`config.mk`:
```
export PLATFORM = sky130hd
export DESIGN_NAME = mb_frame_serializer_flat
export DESIGN_NICKNAME = d
export VERILOG_FILES = /design/src/rtl/mb_frame_serializer_if.sv /design/src/rtl/mb_frame_serializer.sv /design/src/flat_wrapper.sv
export SDC_FILE = /design/constraint.sdc
export NUM_CORES = 1
export LEC_CHECK = 0
export CAP_MARGIN = 20
export CORE_UTILIZATION = 48
export CTS_BUF_LIST = sky130_fd_sc_hd__clkbuf_16
export DETAILED_ROUTE_END_ITERATION = 10
export PLACE_DENSITY = 0.77
export SLEW_MARGIN = 20
export SYNTH_ARGS = -nofsm -noshare
export SYNTH_HDL_FRONTEND = slang
export SYNTH_SLANG_ARGS = --single-unit
```
`constraint.sdc`:
```
create_clock -name clk -period 1.7 [get_ports clk]
set_input_delay 0.17 -clock clk [delete_from_list [all_inputs] [get_ports clk]]
set_output_delay 0.17 -clock clk [all_outputs]
set_load 0.005 [all_outputs]
```
`src/rtl/mb_frame_serializer_if.sv`:
```
// Request/serial-output bundle for mb_frame_serializer.
// The master drives the frame request; the slave (serializer) drives the serial stream and status.
interface mb_frame_serializer_if;
   logic       start;
   logic [7:0] dataIn;
   logic [3:0] addr;
   logic       serIn;
   logic [3:0] PB;
   logic [1:0] LB;
   logic       busy;
   logic       done;

   modport master (
      output start, dataIn, addr,
      input  serIn, PB, LB, busy, done
   );

   modport slave (
      input  start, dataIn, addr,
      output serIn, PB, LB, busy, done
   );
endinterface

```
`src/rtl/mb_frame_serializer.sv`:
```
// Frame serializer: start bit (1), 8 data bits LSB first, optional even-parity bit, stop bit (0).
// Define MB_PARITY_EN to insert the parity stage between DATA and STOP.
module mb_frame_serializer (
   input logic                  clk,
   input logic                  rst,
   mb_frame_serializer_if.slave bus
);

   typedef enum logic [2:0] {
      StIdle = 3'd0,
      StStrt = 3'd1,
      StData = 3'd2,
`ifdef MB_PARITY_EN
      StPar  = 3'd3,
`endif
      StStop = 3'd4
   } state_e;

   state_e     state_q, state_d;
   logic [2:0] bit_cnt_q, bit_cnt_d;
   logic [7:0] data_q, data_d;
   logic       ser_q, ser_d;
   logic [3:0] pb_q, pb_d;
   logic [1:0] lb_q, lb_d;
   logic       busy_q, busy_d;
   logic       done_q, done_d;
   logic [2:0] nxt_idx;

   assign nxt_idx = bit_cnt_q + 3'd1;

   always_comb begin
      state_d   = state_q;
      bit_cnt_d = bit_cnt_q;
      data_d    = data_q;
      ser_d     = ser_q;
      pb_d      = pb_q;
      lb_d      = lb_q;
      busy_d    = busy_q;
      done_d    = 1'b0;

      case (state_q)
         StIdle: begin
            ser_d = 1'b0;
            if (bus.start) begin
               state_d = StStrt;
               data_d  = bus.dataIn;
               pb_d    = 4'b0001 << bus.addr[3:2];
               lb_d    = bus.addr[1:0];
               busy_d  = 1'b1;
               ser_d   = 1'b1;
            end
         end
         StStrt: begin
            state_d   = StData;
            bit_cnt_d = 3'd0;
            ser_d     = data_q[0];
         end
         StData: begin
            // Counter wraps 7->0 on the last bit, leaving it ready for the next frame.
            bit_cnt_d = nxt_idx;
            if (bit_cnt_q == 3'd7) begin
`ifdef MB_PARITY_EN
               state_d = StPar;
               ser_d   = ^data_q;
`else
               state_d = StStop;
               ser_d   = 1'b0;
`endif
            end else begin
               ser_d = data_q[nxt_idx];
            end
         end
`ifdef MB_PARITY_EN
         StPar: begin
            state_d = StStop;
            ser_d   = 1'b0;
         end
`endif
         StStop: begin
            state_d = StIdle;
            ser_d   = 1'b0;
            pb_d    = 4'b0000;
            busy_d  = 1'b0;
            done_d  = 1'b1;
         end
         default: begin
            state_d = StIdle;
            ser_d   = 1'b0;
            pb_d    = 4'b0000;
            busy_d  = 1'b0;
         end
      endcase
   end

   always_ff @(posedge clk or negedge rst) begin
      if (!rst) begin
         state_q   <= StIdle;
         bit_cnt_q <= 3'd0;
         data_q    <= 8'h00;
         ser_q     <= 1'b0;
         pb_q      <= 4'b0000;
         lb_q      <= 2'b00;
         busy_q    <= 1'b0;
         done_q    <= 1'b0;
      end else begin
         state_q   <= state_d;
         bit_cnt_q <= bit_cnt_d;
         data_q    <= data_d;
         ser_q     <= ser_d;
         pb_q      <= pb_d;
         lb_q      <= lb_d;
         busy_q    <= busy_d;
         done_q    <= done_d;
      end
   end

   assign bus.serIn = ser_q;
   assign bus.PB    = pb_q;
   assign bus.LB    = lb_q;
   assign bus.busy  = busy_q;
   assign bus.done  = done_q;

endmodule

```
`src/flat_wrapper.sv`:
```
// flat-port wrapper written by rule: the top's interface ports become plain ports
module mb_frame_serializer_flat 
  (clk, rst, bus_start, bus_dataIn, bus_addr, bus_serIn, bus_PB, bus_LB, bus_busy, bus_done);
  mb_frame_serializer_if bus_i ();
  input logic clk;
  input logic rst;
  input wire logic [$bits(bus_i.start)-1:0] bus_start;
  input wire logic [$bits(bus_i.dataIn)-1:0] bus_dataIn;
  input wire logic [$bits(bus_i.addr)-1:0] bus_addr;
  output wire logic [$bits(bus_i.serIn)-1:0] bus_serIn;
  output wire logic [$bits(bus_i.PB)-1:0] bus_PB;
  output wire logic [$bits(bus_i.LB)-1:0] bus_LB;
  output wire logic [$bits(bus_i.busy)-1:0] bus_busy;
  output wire logic [$bits(bus_i.done)-1:0] bus_done;
  assign bus_i.start = bus_start;
  assign bus_i.dataIn = bus_dataIn;
  assign bus_i.addr = bus_addr;
  assign bus_serIn = bus_i.serIn;
  assign bus_PB = bus_i.PB;
  assign bus_LB = bus_i.LB;
  assign bus_busy = bus_i.busy;
  assign bus_done = bus_i.done;
  mb_frame_serializer u_core (.clk(clk), .rst(rst), .bus(bus_i));
endmodule
```
== Word level (Yosys, flattened, before mapping) ==
Index checks and enable logic that the tools add are counted.
Operators by class
  add/sub/neg operators: 1
  magnitude comparators: 1
  equality and inequality tests: 6
  shifts and indexed selects: 1
  mux-type cells: 14
  bitwise operators: 1
  reductions and logical operators: 6
Operators with widths (count)
  $pmux W3 S3: 1
  $pmux W4 S2: 1
  $eq A3 B3 Y1 const B: 2
  $mux W3: 2
  $pmux W3 S2: 1
  $reduce_and A2 Y1: 3
  $mux W1: 5
  $lt A3 B4 Y1 const B: 1
  $mux W4: 1
  $shl A1 B2 Y4 const A: 1
  $add A3 B1 Y3 const B: 1
  $bmux W1 S3: 1
  $eq A3 B1 Y1 const B: 1
  $eq A3 B2 Y1 const B: 1
  $logic_not A3 Y1: 1
  $pmux W1 S3: 1
  $ne A2 B1 Y1 const B: 1
  $ne A2 B2 Y1 const B: 1
  $pmux W1 S2: 1
  $reduce_bool A2 Y1: 1
  $reduce_or A2 Y1: 1
  $not A1 Y1: 1
Storage, ports and cells
  bits in registers: 23
  input port bits: 15
  output and inout port bits: 9
  logic and storage cells: 38

== Logic depth before layout (Yosys ltp) ==
  depth in word-level cells: 5
  depth in mapped cells: 5

== Least setup slack after synthesis ==
Ideal clock, no wire load.
  path type: register to register
  from: register u_core.state_q[1]
  to: register u_core.lb_q[0] (netlist: u_core.bus.LB[0])
  arrival: 1.356 ns
  required time: 1.575 ns
  setup slack: 0.220 ns
  stages on the path, launching flop included: 5
  buffers on the path: 2
  clock period less this slack: 1.480 ns
  path through: dfrtp_1 > buf_6 > nor4b_4 > buf_6 > mux2_2
Between the ends
  longest elaborated chain between the ends: 2
RTL lines
  start: declaration: RTL line mb_frame_serializer.sv:19  | state_e state_q, state_d;
  start signal: assignment: RTL line mb_frame_serializer.sv:97  | state_q <= StIdle;
  start signal: assignment: RTL line mb_frame_serializer.sv:106  | state_q <= state_d;
  $logic_not A3 Y1: RTL line mb_frame_serializer.sv:41  | case (state_q)
  $reduce_and A2 Y1 (no line)
  end signal: assignment: RTL line mb_frame_serializer.sv:111  | lb_q <= lb_d;
  end: declaration: RTL line mb_frame_serializer.sv:24  | logic [1:0] lb_q, lb_d;
No other way between the ends.
A chain may end at the register's enable or synchronous reset.

== Final worst setup path ==
  from: register u_core.bit_cnt_q[0]
  to: register u_core.ser_q (netlist: u_core.bus.serIn)
Between the ends
  longest elaborated chain between the ends: 5
  elaborated cells between the ends (all ways): 6
  those cells by class: add/sub: 1; eq/ne: 1; mux: 4
RTL lines
  start: declaration: RTL line mb_frame_serializer.sv:20  | logic [2:0] bit_cnt_q, bit_cnt_d;
  start signal: assignment: RTL line mb_frame_serializer.sv:107  | bit_cnt_q <= bit_cnt_d;
  $add A3 B1 Y3: RTL line mb_frame_serializer.sv:29  | assign nxt_idx = bit_cnt_q + 3'd1;
  $bmux W1 S3: RTL line mb_frame_serializer.sv:70  | ser_d = data_q[nxt_idx];
  $mux W1 (implied by the code): RTL line mb_frame_serializer.sv:70
  $mux W1 (*): RTL line mb_frame_serializer.sv:61  | if (bit_cnt_q == 3'd7) begin
  $pmux W1 S3 (*): RTL line mb_frame_serializer.sv:41
  net u_core.ser_d: RTL line mb_frame_serializer.sv:22  | logic ser_q, ser_d;
  end signal: assignment: RTL line mb_frame_serializer.sv:109  | ser_q <= ser_d;
  end: declaration: RTL line mb_frame_serializer.sv:22
The timed path passes the listed nets; every way through them passes the cells marked *. The select of a mux whose other input is x is not followed.

==> results by group <==
Outcome
  • Status: finished, final reports clean

CTS
  • Clock Latency Late Sink: 250 ps
  • Hold buffers post-CTS: 0
  • Clock-pin slew on the worst setup and hold paths: about 60 ps
  • Clk buf depth: 2
  • Total CTS buffers: 3
  • Number of setup buffers added after CTS: 0
  • CTS tree: built
  • # clock sinks: 23
  • Clock root buffer: clkbuf_16
  • Post-cts resize count: 0
  • CTS H-tree depth: 1

Yosys
  • Register area share after synthesis: 0.5444
  • EDFF count, synth: 0
  • Share of synthesized registers carrying an async set or reset: 1.000
  • Synth Register Bits: 23
  • Synthesized instance count: 82
  • Post-Synth Adder-Cell Area: 0.02367
  • Synth Area in Compound Gates: 0.1006
  • Post-Synth Simple-Gate Area: 0.1183
  • Ys flop type: dfrtp_1
  • Yosys top cell area share: 0.5444
  • Largest family of logic cells by synthesized area: multiplexers
  • Post-synthesis mux area share: 0.1669
  • Count leader, synth: dfrtp_1
  • Synth warn: 0
  • XOR/XNOR Fraction of Synth Area: 0
  • Mapped Nets: just under 100
  • Leading area contributor after synthesis: dfrtp_1
  • Synth area leaders: dfrtp_1, mux2_2, mux2i_1
  • Netlist Area Pre-Place: roughly 1100 µm²
  • Netlist cell types: 26
  • Post-Synthesis Mean Instance Area: between 10 and 15 µm²
  • Synth top cells by count: dfrtp_1, mux2_2, nand2_1

Timing
  • Worst-Margin Slew: approximately 280 ps
  • Min Hold Slack: around 270 ps
  • Max-slew violation count: 0
  • Fin. Hold Viols: 0
  • Final worst path period share: 0.9083
  • Worst slew margin: 0.8104
  • TNS Setup: 0 ps
  • Worst Clk Skew: about 1.3 ps
  • FMAX: ~650 MHz
  • Fin crit period: between 1500 and 2000 ps
  • Final setup fails: 0
  • Unrepaired setup endpoints after global routing: false

Final layout
  • Share of post-route cells with drive strength above 1: 0.2566
  • Post-layout util: 0.7141
  • Area delta synth->final: 36.57%
  • Nets@finish: roughly 130
  • Finished Cell Area: around 1400 µm²
  • Diode count: 0

Worst setup path
  • CP arrival: between 1500 and 2000 ps
  • Register-to-Register Path Depth: 4
  • Crit start category: flop
  • CP endpoint kind: flop
  • Crit-path cells: ha_1 -> ha_1 -> nand3b_1 -> a41o_1
  • Flop2flop setup slack: about 160 ps
  • Setup CP Type: reg2reg
  • Worst Path Buf+Inv: 0
  • RR Startpoint: u_core.bit_cnt_q[0]$_DFFE_PN0N_
  • Critical path's slowest cell: dfrtp_1
  • Critical Path Fanout Max: 6
  • Most used cell, CP: ha_1
  • Worst reg2reg endpoint: u_core.bus.serIn$_DFF_PN0_
  • Crit path largest cell delay: 470 ps
  • Data required time at the worst endpoint: approximately 1800 ps
  • Crit path max-delay family: adder cells

Die
  • # IOs: 24
  • Initial Util: 0.5229
  • Num rows: 16
  • Die width: about 49 µm
  • Die Height: 48.93 µm
  • Die area: about 2400 µm²
  • Core ar.: 2022 µm²

Routing
  • Drt initial violations: 9
  • Via count: 731
  • DR pass1 iterations: 4
  • Wire per inst: ~13 µm
  • Vias/cell: around 5.2
  • Drt total wl: 1.806 mm
  • Antenna-violating nets left: 0
  • Detailed-route DRC error count: 0

GRT
  • GR peak layer: met2
  • GRT met2 Usage: 0.2940
  • GR Util met1: 0.2434
  • Met3 usage: 0.02804
  • First-pass GRT wire length: around 3.3 mm
  • Gr ovfl total: 0
  • Initial antenna violation count: 0
  • GR Util All Layers: 0.1794
  • Vias in the first global route: 758
  • Largest net degree at the start of global routing: 24

Flow run
  • Maxcap violations: 0

Pwr
  • Pwr Density: 1718 nW/µm²
  • Peak VDD IR: roughly 1.1 mV
  • Leak: approximately 0.64 nW

Placement
  • PortBufs: 23
  • DP Area: approximately 1400 µm²
  • Gpl congestion: 0.8353
  • HPWL Detailed: 1.368 mm

Worst hold path
  • Worst Hold Class: in2async
-- registers in the layout (all words and copies together) (netlist names) --
name / flops
u_core.data_q: 8
u_core.bus.PB: 4
u_core.bit_cnt_q: 3
u_core.state_q: 3
u_core.bus.LB: 2
u_core.bus.busy: 1
u_core.bus.done: 1
u_core.bus.serIn: 1
-- area by class of cell --
type | instances | area (µm²)
timing repair buffer | 32 | 310.3
fill | 138 | 578.1
sequential | 23 | 575.6
clock buffer | 3 | 75.07
clock inverter | 1 | 5.005
tap | 27 | 33.78
inverter | 3 | 11.26
multi-input combinational | 51 | 432.9
-- cell usage in the layout (no fill, tap or decap), types with 3 or more instances in the layout --
master           Yosys  routed
nor2_1               3       3
o21ai_0              3       3
inv_1                3       3
buf_4                0       8
dfrtp_1             23      23
clkdlybuf4s50_1      0      23
mux2_2              11      11
clkbuf_16            0       3
mux2i_1              3       3
nand2_1              7       7
-- stage by stage --
step	std cells	setup slack (ps)	power (W)
floorplan	82	219.6	0.001580
global placement	136	147.9	0.001967
detailed placement	136	150.0	0.002002
CTS	140	147.2	0.002505
global route	140	70.85	0.002665
finish	140	155.9	0.002480
-- cells by family (layout without fill, tap and decap cells) --
logic type,count (synthesis),in the layout
fa+ha+maj,2,2
buf+inv,8,39
flops,23,23
compound gates,14,14
simple gates,20,20
mux,15,15
-- power breakdown --
part	leakage, nW	internal, W	switching [W]	total [W]
combinational	0.312	0.000664	0.000372	0.00104
sequential	0.286	0.000785	0.000165	0.000950
clock	0.0409	0.000316	0.000178	0.000494
total	0.639	0.00177	0.000715	0.00248
-- how the worst max path moves through the flow --
stage,from,endpoint,cells past startpoint
6_report,u_core.bit_cnt_q[0]$_DFFE_PN0N_,u_core.bus.serIn$_DFF_PN0_,4
3_3_place_gp,bus_start,u_core.data_q[1]$_DFFE_PN0P_,4
3_5_place_dp,bus_start,u_core.data_q[4]$_DFFE_PN0P_,4
2_1_floorplan,u_core.state_q[1]$_DFFE_PN0P_,u_core.bus.LB[0]$_DFFE_PN0P_,4
4_1_cts,u_core.bit_cnt_q[0]$_DFFE_PN0N_,u_core.bus.serIn$_DFF_PN0_,4
5_1_grt,u_core.bit_cnt_q[0]$_DFFE_PN0N_,u_core.bus.serIn$_DFF_PN0_,4
-- metal layers --
layer / part of all wire / wire length (µm)
met1: 0.45 / 804
met2: 0.51 / 915
met3: 0.034 / 62
met4: 0.013 / 24
met5: 0 / 0
Note: power is estimated with default switching activity, not from simulation.
